**src/rtl/etiket_ata.sv**
```systemverilog
// Tag-assignment skid stage: 2-entry FIFO of decoded micro-ops, tagged as they issue downstream.
// Latency: 1 cycle enqueue-to-output, no bypass. Backpressure: ready drops when both entries are held.
// Flush empties the FIFO but leaves the tag counter and issue count untouched.

module etiket_fifo #(
  parameter int W     = 64,
  parameter int DEPTH = 2
) (
  input  logic         clk_i,
  input  logic         rst_i,
  input  logic         temizle,
  input  logic         yaz,
  input  logic [W-1:0] yaz_dat,
  input  logic         oku,
  output logic [W-1:0] oku_dat,
  output logic         dolu,
  output logic         bos
);
  localparam int AW = (DEPTH > 1) ? $clog2(DEPTH) : 1;
  localparam int CW = $clog2(DEPTH + 1);

  logic [W-1:0]  mem [DEPTH];
  logic [AW-1:0] rd_ptr;
  logic [AW-1:0] wr_ptr;
  logic [CW-1:0] doluluk;

  function automatic logic [AW-1:0] sonraki(input logic [AW-1:0] p);
    return (p == AW'(DEPTH - 1)) ? '0 : p + 1'b1;
  endfunction

  always_ff @(posedge clk_i or posedge rst_i) begin
    if (rst_i) begin
      rd_ptr  <= '0;
      wr_ptr  <= '0;
      doluluk <= '0;
    end else if (temizle) begin
      rd_ptr  <= '0;
      wr_ptr  <= '0;
      doluluk <= '0;
    end else begin
      if (yaz) wr_ptr <= sonraki(wr_ptr);
      if (oku) rd_ptr <= sonraki(rd_ptr);
      if (yaz && !oku)      doluluk <= doluluk + 1'b1;
      else if (!yaz && oku) doluluk <= doluluk - 1'b1;
    end
  end

  // Payload storage carries no reset; occupancy alone says what is live.
  always_ff @(posedge clk_i) begin
    if (yaz) mem[wr_ptr] <= yaz_dat;
  end

  assign oku_dat = mem[rd_ptr];
  assign dolu    = (doluluk == CW'(DEPTH));
  assign bos     = (doluluk == '0);
endmodule

module etiket_ata #(
  parameter int UOP_W = 64,
  parameter int TAG_W = 4
) (
  input  logic             clk_i,
  input  logic             rst_i,
  input  logic             coz_gecerli_i,
  input  logic [UOP_W-1:0] coz_uop_i,
  output logic             coz_hazir_o,
  input  logic             bosalt_i,
  output logic             yo_gecerli_o,
  output logic [UOP_W-1:0] yo_uop_o,
  output logic [TAG_W-1:0] yo_etiket_o,
  input  logic             yo_duraklat_i,
  output logic [31:0]      verilen_sayac_o
);
  logic             yaz;
  logic             oku;
  logic             dolu;
  logic             bos;
  logic [TAG_W-1:0] etiket_r;
  logic [31:0]      sayac_r;

  // Ready/valid look only at registered occupancy and flush, never at the stall input.
  assign coz_hazir_o  = !dolu && !bosalt_i;
  assign yaz          = coz_gecerli_i && coz_hazir_o;
  assign yo_gecerli_o = !bos && !bosalt_i;
  assign oku          = yo_gecerli_o && !yo_duraklat_i;

  etiket_fifo #(
    .W     (UOP_W),
    .DEPTH (2)
  ) u_fifo (
    .clk_i   (clk_i),
    .rst_i   (rst_i),
    .temizle (bosalt_i),
    .yaz     (yaz),
    .yaz_dat (coz_uop_i),
    .oku     (oku),
    .oku_dat (yo_uop_o),
    .dolu    (dolu),
    .bos     (bos)
  );

  // Tag 0 is reserved, so the counter wraps from all-ones back to 1.
  always_ff @(posedge clk_i or posedge rst_i) begin
    if (rst_i) begin
      etiket_r <= TAG_W'(1);
      sayac_r  <= '0;
    end else if (oku) begin
      etiket_r <= (etiket_r == '1) ? TAG_W'(1) : etiket_r + 1'b1;
      sayac_r  <= sayac_r + 32'd1;
    end
  end

  assign yo_etiket_o     = etiket_r;
  assign verilen_sayac_o = sayac_r;
endmodule

```
**config.mk**
```make
export PLATFORM = sky130hd
export DESIGN_NAME = etiket_ata
export DESIGN_NICKNAME = d
export VERILOG_FILES = /design/src/rtl/etiket_ata.sv
export SDC_FILE = /design/constraint.sdc
export NUM_CORES = 1
export LEC_CHECK = 0
export BUFFER_PORTS_ARGS = -buffer_cell sky130_fd_sc_hd__buf_2
export CAP_MARGIN = 10
export CORE_ASPECT_RATIO = 0.7
export CORE_MARGIN = 2
export CORE_UTILIZATION = 45
export DETAILED_ROUTE_END_ITERATION = 12
export PLACE_DENSITY = 0.79
export RECOVER_POWER = 50
export SYNTH_ARGS = -nofsm -noshare
export SYNTH_HDL_FRONTEND = slang
export SYNTH_HIERARCHICAL = 1
export SYNTH_SLANG_ARGS = --single-unit
```
**constraint.sdc**
```tcl
create_clock -name clk_i -period 7.9 [get_ports clk_i]
set_input_delay 0.395 -clock clk_i [delete_from_list [all_inputs] [get_ports clk_i]]
set_output_delay 0.395 -clock clk_i [all_outputs]
set_load 0.02 [all_outputs]
```
==> results.rst <==
.. list-table::
   :header-rows: 1

   * - Metric
     - Value
   * - Type of the most critical hold path
     - input port to flip-flop
   * - Root Driver
     - sky130_fd_sc_hd__clkbuf_16
   * - Clk slew on worst S/H paths
     - 0.06 ns
   * - Final critical path time including I/O delays and setup
     - 2.78 ns
   * - Type of the worst setup path
     - flip-flop to flip-flop
   * - First-pass GRT wire length
     - 19.7 mm
   * - Leakage
     - 3.09 nW
   * - Power density over cell area
     - 266 nW/µm²
   * - Proportion of layout cells with a drive suffix above 1
     - 36.4%
   * - Net count of the mapped netlist
     - 442
   * - Terminating pin of the worst hold path
     - u_fifo/mem[0][30]$_DFFE_PP_
   * - H-tree levels
     - 4
   * - Synthesized flop and latch total
     - 168
   * - Last weighted congestion value of the routability-driven placer
     - 0.778
   * - Total wire length
     - 12.7 mm
   * - Number of failing hold endpoints at the final stage
     - 0
   * - Largest net degree at the start of global routing
     - 56
   * - WHS
     - 0.161 ns
   * - Antenna-violating nets left
     - 0
   * - Fin crit share
     - 35.2%
   * - Startpoint of the worst setup timing path
     - u_fifo/doluluk[0]$_DFFE_PP0P_
   * - Total inserted antenna cells
     - 0
   * - Crit start category
     - flip-flop
   * - Starting density of the core
     - 45.6%
   * - Violations in the final reports
     - capacitance limit, slew limit
   * - Max-Slew Margin vs Limit
     - -27.1%
   * - Maximum clock path buffer count
     - 2
   * - Gate count after technology mapping
     - 370
   * - Clock buffer count from CTS
     - 17
   * - Post-DR vias/cell
     - 4.92
   * - Number of DRC violations after detailed routing
     - 0
   * - Number of search-and-repair iterations in the first detailed-routing pass
     - 4
   * - Synth unique cells
     - 34
   * - Per-instance average area after synthesis
     - 18.0 µm²
   * - CTS tree
     - done
   * - Vias after detailed routing
     - 3,753
   * - Part of the Yosys area used for sequential elements
     - 72.9%
   * - Required time of the critical path
     - 7.96 ns
   * - Worst Max-Slew Pin Slew
     - 1.91 ns
   * - Height of the chip
     - 106 µm
   * - Critical Path Fanout Max
     - 37
   * - Critical path endpoint category
     - flip-flop
   * - DIE WIDTH
     - 149 µm
   * - Congestion Overflow GR
     - 0
   * - Warnings from Yosys
     - 6
   * - Standard-cell row count
     - 37
   * - Global routing usage summed across all routing layers
     - 16.6%
   * - Clock insertion delay at the later pin of the skew report
     - 0.42 ns
   * - Setup tns final
     - 0 ns
   * - Count of pins over their slew limit
     - 37
   * - Startpoint of the worst hold path
     - coz_uop_i[30]
   * - Arrival time at the worst endpoint
     - 2.84 ns
   * - # nets final
     - 627
   * - Placed wire-length estimate
     - 8.79 mm
   * - CORE AREA
     - 14,600 µm²
   * - Max-Cap Viols
     - 1
   * - Number of post-CTS setup repair buffers
     - 0
   * - Vias in the first global route
     - 3,915
   * - Endpoint of the worst-slack reg-to-reg timing path
     - u_fifo/mem[0][21]$_DFFE_PP_
   * - Clock skew after layout
     - 0.00846 ns
   * - Initial antenna violation count
     - 0
   * - Setup repair after global routing missed its margin
     - false
   * - Cells on worst reg2reg path
     - 5
   * - Worst voltage drop across the vdd grid
     - 176 µV
   * - Number of sinks driven by the clock tree
     - 168
   * - Total of buffers placed on input and output ports
     - 170
   * - Die area
     - 15,800 µm²
   * - R2R setup slack
     - 5.12 ns
   * - Per-cell routed wire length
     - 16.6 µm
   * - Upper clock frequency limit
     - 359 MHz
   * - Run status
     - finished, violations left
   * - Post-synthesis instance area
     - 6650 µm²
   * - Hold depth
     - 1
   * - DRT iter0 DRCs
     - 187
   * - Count of boundary I/O pins
     - 171
   * - Total of endpoints with negative setup slack in the final report
     - 0
   * - Reg-to-reg critical path startpoint
     - u_fifo/doluluk[0]$_DFFE_PP0P_
   * - Layout Area Growth over Synthesis
     - 23.2%
## synth_stat cells
master / instances / share of area (%)
sky130_fd_sc_hd__and2b_2: 1 / 0.13
sky130_fd_sc_hd__xnor2_1: 28 / 3.7
sky130_fd_sc_hd__xnor2_2: 1 / 0.24
sky130_fd_sc_hd__dfstp_2: 1 / 0.40
sky130_fd_sc_hd__nor2b_1: 1 / 0.094
sky130_fd_sc_hd__or3_1: 1 / 0.094
sky130_fd_sc_hd__buf_2: 3 / 0.23
sky130_fd_sc_hd__edfxtp_1: 128 / 58
sky130_fd_sc_hd__ha_1: 3 / 0.56
sky130_fd_sc_hd__buf_4: 1 / 0.11
sky130_fd_sc_hd__a21oi_1: 2 / 0.15
sky130_fd_sc_hd__nand4_2: 2 / 0.38
sky130_fd_sc_hd__o21ai_0: 3 / 0.23
sky130_fd_sc_hd__mux2_2: 66 / 11
sky130_fd_sc_hd__and4_2: 1 / 0.15
sky130_fd_sc_hd__and2_1: 3 / 0.28
sky130_fd_sc_hd__nor4_1: 1 / 0.094
sky130_fd_sc_hd__dfrtp_1: 39 / 15
sky130_fd_sc_hd__buf_6: 6 / 1.0
sky130_fd_sc_hd__nand3_2: 6 / 0.90
sky130_fd_sc_hd__nand2_1: 9 / 0.51
sky130_fd_sc_hd__nand3_1: 12 / 0.90
sky130_fd_sc_hd__and3_1: 2 / 0.19
sky130_fd_sc_hd__nor4_4: 3 / 0.96
sky130_fd_sc_hd__and4_1: 1 / 0.13
sky130_fd_sc_hd__nor2_8: 1 / 0.30
sky130_fd_sc_hd__o21a_1: 1 / 0.11
sky130_fd_sc_hd__nand4_1: 10 / 0.94
sky130_fd_sc_hd__nand4_4: 3 / 0.96
sky130_fd_sc_hd__or4b_4: 1 / 0.21
sky130_fd_sc_hd__xor2_1: 7 / 0.92
sky130_fd_sc_hd__inv_1: 6 / 0.34
sky130_fd_sc_hd__nor3_1: 6 / 0.45
sky130_fd_sc_hd__nor2_1: 11 / 0.62
## routing by layer
metal  global-route usage [%]  up-vias  wire [µm]
li1                         -     1770          -
met1                     21.7     1833       5760
met2                     25.9      137       5950
met3                     5.67       13        856
met4                     5.92        0        139
met5                        0        -          0
## state kept, by name (all words and copies together) (netlist names)
name             count
verilen_sayac_o     32
yo_etiket_o          4
u_fifo/doluluk       2
u_fifo/rd_ptr        1
u_fifo/mem         128
u_fifo/wr_ptr        1
## worst max path at each step
stage	end	cells past startpoint
global placement	u_fifo/mem[0][44]$_DFFE_PP_	5
detailed placement	u_fifo/mem[0][44]$_DFFE_PP_	5
global route	u_fifo/mem[0][54]$_DFFE_PP_	5
floorplan	u_fifo/mem[0][0]$_DFFE_PP_	4
finish	u_fifo/mem[0][21]$_DFFE_PP_	5
CTS	u_fifo/mem[0][20]$_DFFE_PP_	5
## critical path: stages, from the launching register on
cell and delay (ns):
sky130_fd_sc_hd__dfrtp_1 0.41, sky130_fd_sc_hd__and2b_2 0.24, sky130_fd_sc_hd__nor2_1 0.10, sky130_fd_sc_hd__and2_0 0.32, sky130_fd_sc_hd__nor2b_4 0.74, sky130_fd_sc_hd__buf_4 0.57
## through the flow
step                cells  util [%]  setup slack [ns]  area [µm²]  power, mW
global route          763      56.2              4.90        8190       2.26
floorplan             370         -              3.38        6650       1.27
finish                763      56.2              5.12        8190       2.18
CTS                   763      57.0              5.19        8310       2.22
detailed placement    730      52.8              5.19        7700       1.38
global placement      730      52.8              5.26        7700       1.37
## cell families after synthesis
group / synth area share [%]
mux: 11.2
fa+ha+maj: 0.565
xor+xnor: 4.86
compound gates: 0.489
buf+inv: 1.69
simple gates: 8.30
flops: 72.9
## cell usage in the layout (no fill, tap or decap), drive strengths merged, types with 8 or more instances in the layout
master / instances
nand4: 15
nand2: 9
edfxtp: 128
mux2: 66
dfrtp: 39
nand3: 18
clkbuf: 104
xnor2: 29
nor2: 12
buf: 88
inv: 10
clkinv: 8
## what timing repair did
action                                 CTS  global route
resized for setup                        0             0
hold buffers                             1             0
endpoints found under the hold margin    4             0
## report_power, final
part | switching, mW | internal [mW]
Sequential | 0.0393 | 1.02
Clock | 0.334 | 0.499
Combinational | 0.184 | 0.110
Total | 0.557 | 1.63
## layout make-up
cell class / count / area [µm²]
Timing Repair Buffer: 176 / 785
Clock inverter: 15 / 174
Sequential cell: 168 / 4850
Multi-Input combinational cell: 186 / 1690
Clock buffer: 17 / 425
Fill cell: 1214 / 6390
Inverter: 6 / 22.5
Tap cell: 195 / 244
Note: power is estimated with default switching activity, not from simulation.
